**src/rtl/cordic_pkg.sv**
```systemverilog
// Shared constants, arctangent table and FSM encoding for the vectoring-mode CORDIC.
package cordic_pkg;

    // Angles in Q4.14 radians, gain constant in Q0.16.
    localparam int          PI_HALF = 25736;
    localparam int          PI      = 51472;
    // +pi expressed directly in the Q3.13 phase format.
    localparam int          PI_Q13  = 25736;
    localparam int unsigned K_Q16   = 39797;

    typedef enum logic [1:0] {
        StIdle,
        StRot,
        StScale,
        StOut
    } state_e;

    // atan(2^-i) in Q4.14; zero past the last meaningful entry.
    function automatic int atan_q14(input int unsigned i);
        int a;
        a = 0;
        case (i)
            0:  a = 'h3243;
            1:  a = 'h1DAC;
            2:  a = 'h0FAD;
            3:  a = 'h07F5;
            4:  a = 'h03FE;
            5:  a = 'h01FF;
            6:  a = 'h00FF;
            7:  a = 'h007F;
            8:  a = 'h003F;
            9:  a = 'h001F;
            10: a = 'h0010;
            11: a = 'h0008;
            12: a = 'h0004;
            13: a = 'h0002;
            14: a = 'h0001;
            default: a = 0;
        endcase
        return a;
    endfunction

endpackage

```
**src/rtl/cordic_vec_stage.sv**
```systemverilog
// One combinational vectoring micro-rotation: drives y toward zero and accumulates angle in z.
module cordic_vec_stage
    import cordic_pkg::*;
#(
    parameter int unsigned W  = 18,
    parameter int unsigned SW = 4
) (
    input  logic signed [W-1:0]  x_i,
    input  logic signed [W-1:0]  y_i,
    input  logic signed [W-1:0]  z_i,
    input  logic        [SW-1:0] shift_i,
    input  logic signed [W-1:0]  atan_i,
    output logic signed [W-1:0]  x_o,
    output logic signed [W-1:0]  y_o,
    output logic signed [W-1:0]  z_o
);

    logic signed [W-1:0] x_sh;
    logic signed [W-1:0] y_sh;

    always_comb begin
        x_sh = x_i >>> shift_i;
        y_sh = y_i >>> shift_i;
        if (!y_i[W-1]) begin
            x_o = x_i + y_sh;
            y_o = y_i - x_sh;
            z_o = z_i + atan_i;
        end else begin
            x_o = x_i - y_sh;
            y_o = y_i + x_sh;
            z_o = z_i - atan_i;
        end
    end

endmodule

```
**src/rtl/cordic_vectoring.sv**
```systemverilog
// Iterative vectoring CORDIC: (x, y) -> (magnitude, atan2(y, x)), one micro-rotation per clock.
// Define CORDIC_GAIN_COMP_EN to add a SCALE cycle that removes the CORDIC gain from mag.
module cordic_vectoring
    import cordic_pkg::*;
#(
    parameter int unsigned N    = 16,
    parameter int unsigned ITER = 16
) (
    input  logic         clk,
    input  logic         rst,
    input  logic         in_valid,
    output logic         in_ready,
    input  logic [N-1:0] x_in,
    input  logic [N-1:0] y_in,
    output logic         out_valid,
    input  logic         out_ready,
    output logic [N:0]   mag,
    output logic [N-1:0] phase
);

    localparam int unsigned W  = N + 2;
    localparam int unsigned IW = (ITER > 1) ? $clog2(ITER) : 1;

    localparam logic signed [W-1:0] PI_HALF_W = W'(PI_HALF);
    localparam logic signed [N-1:0] PH_MAX    = N'(PI_Q13);
    localparam logic signed [N-1:0] PH_MIN    = N'(1 - PI_Q13);

    state_e              state_q;
    logic signed [W-1:0] x_q, y_q, z_q;
    logic [IW-1:0]       iter_q;
    logic                axis_q;
    logic                neg_q;

    logic signed [W-1:0] x_ext, y_ext;
    logic signed [W-1:0] x_pre, y_pre, z_pre;
    logic signed [W-1:0] x_nxt, y_nxt, z_nxt;
    logic signed [W-1:0] atan;
    logic signed [N-1:0] z_trunc;
    logic signed [N-1:0] phase_nxt;

    assign x_ext = {{2{x_in[N-1]}}, x_in};
    assign y_ext = {{2{y_in[N-1]}}, y_in};

    // Fold the left half-plane into the right so the iterations always converge.
    always_comb begin
        x_pre = x_ext;
        y_pre = y_ext;
        z_pre = '0;
        if (x_in[N-1]) begin
            if (!y_in[N-1]) begin
                x_pre = y_ext;
                y_pre = -x_ext;
                z_pre = PI_HALF_W;
            end else begin
                x_pre = -y_ext;
                y_pre = x_ext;
                z_pre = -PI_HALF_W;
            end
        end
    end

    assign atan = W'(atan_q14(32'(iter_q)));

    cordic_vec_stage #(
        .W  (W),
        .SW (IW)
    ) u_stage (
        .x_i     (x_q),
        .y_i     (y_q),
        .z_i     (z_q),
        .shift_i (iter_q),
        .atan_i  (atan),
        .x_o     (x_nxt),
        .y_o     (y_nxt),
        .z_o     (z_nxt)
    );

    // Real-axis inputs get exact phases; elsewhere clamp rounding spill into (-pi, +pi].
    always_comb begin
        z_trunc   = z_nxt[N:1];
        phase_nxt = z_trunc;
        if (z_trunc > PH_MAX) begin
            phase_nxt = PH_MAX;
        end else if (z_trunc < PH_MIN) begin
            phase_nxt = PH_MIN;
        end
        if (axis_q) begin
            phase_nxt = neg_q ? PH_MAX : '0;
        end
    end

`ifdef CORDIC_GAIN_COMP_EN
    logic [N+16:0] prod;
    assign prod = {16'b0, x_q[N:0]} * (N+17)'(K_Q16);
`endif

    always_ff @(posedge clk or posedge rst) begin
        if (rst) begin
            state_q   <= StIdle;
            x_q       <= '0;
            y_q       <= '0;
            z_q       <= '0;
            iter_q    <= '0;
            axis_q    <= 1'b0;
            neg_q     <= 1'b0;
            in_ready  <= 1'b1;
            out_valid <= 1'b0;
            mag       <= '0;
            phase     <= '0;
        end else begin
            case (state_q)
                StIdle: begin
                    if (in_valid) begin
                        x_q      <= x_pre;
                        y_q      <= y_pre;
                        z_q      <= z_pre;
                        iter_q   <= '0;
                        axis_q   <= (y_in == '0);
                        neg_q    <= x_in[N-1];
                        in_ready <= 1'b0;
                        state_q  <= StRot;
                    end
                end
                StRot: begin
                    x_q <= x_nxt;
                    y_q <= y_nxt;
                    z_q <= z_nxt;
                    if (iter_q == IW'(ITER - 1)) begin
                        phase <= phase_nxt;
`ifdef CORDIC_GAIN_COMP_EN
                        state_q <= StScale;
`else
                        mag       <= x_nxt[N:0];
                        out_valid <= 1'b1;
                        state_q   <= StOut;
`endif
                    end else begin
                        iter_q <= iter_q + 1'b1;
                    end
                end
`ifdef CORDIC_GAIN_COMP_EN
                StScale: begin
                    mag       <= (N+1)'(prod >> 16);
                    out_valid <= 1'b1;
                    state_q   <= StOut;
                end
`endif
                StOut: begin
                    if (out_ready) begin
                        out_valid <= 1'b0;
                        in_ready  <= 1'b1;
                        state_q   <= StIdle;
                    end
                end
                default: begin
                    state_q <= StIdle;
                end
            endcase
        end
    end

endmodule
```
**config.mk**
```make
export PLATFORM = sky130hd
export DESIGN_NAME = cordic_vectoring
export DESIGN_NICKNAME = d
export VERILOG_FILES = /design/src/rtl/cordic_pkg.sv /design/src/rtl/cordic_vec_stage.sv /design/src/rtl/cordic_vectoring.sv
export SDC_FILE = /design/constraint.sdc
export NUM_CORES = 1
export LEC_CHECK = 0
export CAP_MARGIN = 20
export CORE_AREA = 2 2 113 197
export DETAILED_ROUTE_END_ITERATION = 6
export DIE_AREA = 0 0 115 199
export HOLD_SLACK_MARGIN = 0.15
export PLACE_DENSITY = 0.69
export RECOVER_POWER = 50
export SLEW_MARGIN = 20
export SYNTH_ARGS = -nofsm -noshare
export SYNTH_HDL_FRONTEND = slang
export SYNTH_HIERARCHICAL = 1
export SYNTH_SLANG_ARGS = --single-unit
export TNS_END_PERCENT = 20
```
**constraint.sdc**
```tcl
create_clock -name clk -period 11.3 [get_ports clk]
set_input_delay 1.695 -clock clk [delete_from_list [all_inputs] [get_ports clk]]
set_output_delay 1.695 -clock clk [all_outputs]
set_load 0.03 [all_outputs]
```
[After elaboration in Yosys (flattened, before gate mapping)]
Memory sizes are Yosys's and may differ from the RTL's.
Index checks and enable logic that the tools add are counted.
Word-level totals
  memories kept: 1
  bits in writable memories: 0
  logic and storage cells: 76
  output and inout bits: 35
  bits in latches: 0
  bits of input ports: 36
  bits in read-only memories: 224
  bits in registers: 97
Operators by class
  $add $sub $neg: 9
  reductions and logical operators: 12
  $mul: 0
  equality and inequality tests: 7
  divide/modulo/power cells: 0
  $lt $le $gt $ge: 2
  muxes and demuxes: 32
  shifts and indexed selects: 2
  bitwise gates (word level): 0
Memory list
  (no name shown): words 16, width 14, read ports 1, clocked after memory_dff 0, wr ports 0, line cordic_pkg.sv:22  | case (i)
Operator list (number)
  2-to-1 mux 18 bit: 12
  case mux 18 bit (2 select lines): 3
  adder 18 bit: 3
  subtractor 18 bit: 3
  2-to-1 mux 16 bit: 3
  negator 16 -> 18 bit: 2
  >>> shifter 18 x 4 -> 18 bit: 2
  > comparator 16 bit (second input constant): 1
  logical NOT 16 bit: 1
  less-than comparator 16 bit (second input constant): 1
  2-to-1 mux 15 bit: 1
  AND reduction 3 bit: 4
  2-to-1 mux 4 bit: 2
  inequality test 2 bit (second input constant): 4
  case mux 4 bit (2 select lines): 1
  2-to-1 mux 2 bit: 3
  case mux 2 bit (3 select lines): 1
  AND reduction 2 bit: 3
  nonzero test 2 bit: 3
  adder 4 x 1 -> 4 bit (second input constant): 1
  == test 4 bit (second input constant): 1
  2-to-1 mux 1 bit: 4
  case mux 1 bit (2 select lines): 2
  == test 2 x 1 -> 1 bit (second input constant): 1
  2 further kinds: 2

[Longest topological paths before layout]
An unclocked memory read counts as a cell.
  depth in word-level cells: 7
  gate-level depth with buffers: 27
  gate-level depth less buffers: 26

[Cells and area by module]
The synthesis kept the hierarchy.
By module, submodules not included
  cordic_vectoring: seq. area each 2428.6 um2, cells each 562, area each 5307.6 um2, instances 1
  cordic_vec_stage: seq. area each 0.0 um2, cells each 674, area each 5190.0 um2, instances 1

[Worst setup path before layout]
OpenSTA, ideal clock, no wires.
  path type: register -> register
  start point: reg iter_q[2]
  end point: reg phase[0]
  stages on the path, launching flop included: 23
  data arrival time: 4966 ps
  data required time: 11196 ps
  setup time: 104 ps
  slack: 6231 ps
  clock period less this slack: 5069 ps
  path through: dfrtp_1 -> clkbuf_1 -> clkbuf_1 -> o21ai_0 -> mux2i_1 -> inv_1 -> ha_1 -> mux2i_1 -> ha_1 -> nor2b_1 -> o31ai_1 -> a311o_1 -> o221ai_1 -> o21a_1 -> nor2_1 -> xnor2_1 -> or4b_1 -> a2111oi_2 -> o21ai_1 -> and2_1 -> buf_6 -> buf_8 -> o41ai_2
Between the ends
  word-level cells in the longest chain between the ends: 7
Ends and longest elaborated chain
  start, declared: line cordic_vectoring.sv:30  | logic [IW-1:0] iter_q;
  start signal, assigned: line cordic_vectoring.sv:138  | iter_q <= iter_q + 1'b1;
  memory read (16 x 14 bit) (*)
  net atan[0]: line cordic_vectoring.sv:37  | logic signed [W-1:0] atan;
  adder 18 bit / subtractor 18 bit (equally long branches): line cordic_vec_stage.sv:27, cordic_vec_stage.sv:31
  2-to-1 mux 18 bit (*): line cordic_vec_stage.sv:24  | if (!y_i[W-1]) begin
  net z_nxt[11]: line cordic_vectoring.sv:36  | logic signed [W-1:0] x_nxt, y_nxt, z_nxt;
  less-than comparator 16 bit: line cordic_vectoring.sv:84  | end else if (z_trunc < PH_MIN) begin
  2-to-1 mux 16 bit: line cordic_vectoring.sv:84
  2-to-1 mux 16 bit (*): line cordic_vectoring.sv:82  | if (z_trunc > PH_MAX) begin
  2-to-1 mux 16 bit (*): line cordic_vectoring.sv:87  | if (axis_q) begin
  end signal, assigned: line cordic_vectoring.sv:129  | phase <= phase_nxt;
  end, declared: line cordic_vectoring.sv:18  | output logic [N-1:0] phase
The timed path passes the listed nets; every way through them passes the cells marked *.
A chain may end at the register's enable or synchronous reset.

[Worst setup path after layout]
  start point: reg iter_q[1]
  end point: reg phase[3]
The elaborated chain is that of the path after synthesis.

==> metrics.csv <==
stage,metric,value,unit
drt,ant_nets,0,
sta,hold_viol_final,0,
sta,hold_slack,0.4715,ns
final_layout,finalNetCount,1355,
clock_network,cts_buffer_depth,2,
final_layout,final_cell_mix,"nand2_1, nor2_1, dfrtp_1, a21oi_1, xnor2_1",
clock_network,cts_buffers,9,
placed_design,dpl.hpwl,26.37,mm
clock_network,hold_buffers,0,
sta,worst-slew-pin-transition,2.526,ns
clock_network,cts_tree,built,
drt,vias,9978,
final_layout,utilization,0.5416,
sta,tns,0,ns
clock_network,clkSinkCount,96,
sta,timing.final.ws_setup,5.468,ns
drt,drt_iter0_markers,797,
sta,rsz0062_at_grt,no,
die,coreArea,21320,um^2
clock_network,cts_root_buffer,clkbuf_16,
clock_network,cts_setup_buffers,0,
die,io_pins,71,
setup_path,crit_type,reg -> reg,
sta,setup_viol,0,
final_layout,multi_input_area,7507,um^2
synth,synth_cells,1223,
setup_path,cp.required,11.52,ns
sta,slew_viol_final,141,
final_layout,final_layout_size_suffix_gt1_frac,0.09467,
setup_path,crit_path_start_kind,flip-flop,
sta,clock_skew,0.01147,ns
setup_path,cp_max_fo,8,
global_route,grt-ovfl-total,0,
drt,routed_wl,34.64,mm
drt,viasPerCell,6.599,
sta,post-route-period-util,0.5161,
synth,syn_area_per_cell,8.506,um^2
die,start_util,0.4879,
outcome,status,finished with violations,
drt,wl_per_cell,22.91,um
final_layout,diodes,0,
clock_network,cts.repair.resized,0,
die,die_h,199,um
min_path,min_path_type,reg -> reg,
die,die_width,115,um
placed_design,gp_congestion,0.9687,
final_layout,synthToLayoutAreaGrowth,11.01,%
final_layout,final_common_cell,nand2_1,
setup_path,worstPathArrival,6.05,ns
synth,synth_area,10400,um^2
global_route,grt_usage,0.3074,
clock_network,clkLatencyLatePin,0.36,ns
drt,drc,0,
sta,fmax,171.5,MHz
clock_network,path_clk_slew,0.08,ns
global_route,grt_max_degree,60,
die,num_rows,71,
setup_path,end_kind,flip-flop,
final_layout,nFillCells,1995,
sta,timing.slew.headroom,-0.6841,
clock_network,htreeDepth,3,
run,drv_cap,3,
placed_design,port_buffers,70,
die,dieArea,22890,um^2
final_layout,regArea,2409,um^2
drt,drtPass1Iterations,5,
outcome,violations,"capacitance limit, slew limit",
global_route,grt_pass1_vias,9885,
placed_design,pre_cts_ws,5.467,ns
sta,layout_min_cycle_time,5.832,ns
synth,yosysWarningCount,6,
global_route,antenna_found_initial,0,
global_route,grt_pass1_wl,53.54,mm
==> cell type report <==
type	count	area share
clock buffer	9	0.01950
clock inverter	7	0.007693
inverter	52	0.01701
multi-input combinational	1008	0.6501
sequential	96	0.2086
tap	255	0.02763
timing repair buffer	85	0.06946
==> registers in the layout, indices dropped and copies added, names as in the netlist <==
name       cells
y_q           18
x_q           18
out_valid      1
phase         16
neg_q          1
state_q        2
z_q           17
mag           17
iter_q         4
in_ready       1
axis_q         1
==> critical path, cell delays in order (launching register included) <==
cell       delay (ns)
dfrtp_2          0.44
inv_1            0.12
ha_1             0.24
nor3_1           0.42
a21oi_1          0.18
inv_1            0.10
ha_1             0.18
nand2_1          0.06
nor3_1           0.34
nor2_1           0.11
xnor2_1          0.16
ha_1             0.35
o21ai_0          0.12
a311o_1          0.35
o221ai_1         0.13
o21a_1           0.16
nor2_1           0.04
xnor2_1          0.41
or4b_1           0.51
a2111oi_2        0.37
o21ai_1          0.11
a2111oi_0        0.63
o21ai_0          0.15
==> final timing paths <==
check	start	to	slack, ns	depth (start not counted)
min in group asynchronous	rst	mag[5]	2.41	2
min reg2reg	out_valid	out_valid	0.47	2
min	out_valid	out_valid	0.47	2
max reg2reg	iter_q[1]	phase[3]	5.47	22
max	iter_q[1]	phase[3]	5.47	22
max in group asynchronous	rst	y_q[17]	5.53	3
==> routing by layer <==
| metal | vias to the layer above | share of wire | track usage |
|---|---|---|---|
| li1 | 4600 | - | - |
| met1 | 4774 | 0.34 | 0.3317 |
| met2 | 442 | 0.51 | 0.5357 |
| met3 | 162 | 0.056 | 0.03230 |
| met4 | 0 | 0.093 | 0.2463 |
| met5 | - | 0 | 0 |
==> stage by stage <==
step / std cells / area, um^2
2_1_floorplan: 1228 / 10420
3_3_place_gp: 1496 / 11250
3_5_place_dp: 1496 / 11250
4_1_cts: 1512 / 11560
5_1_grt: 1512 / 11550
6_report: 1512 / 11550
Power is not shown: default switching activity piles up to over one toggle a cycle in this logic, so the estimate is an artifact.
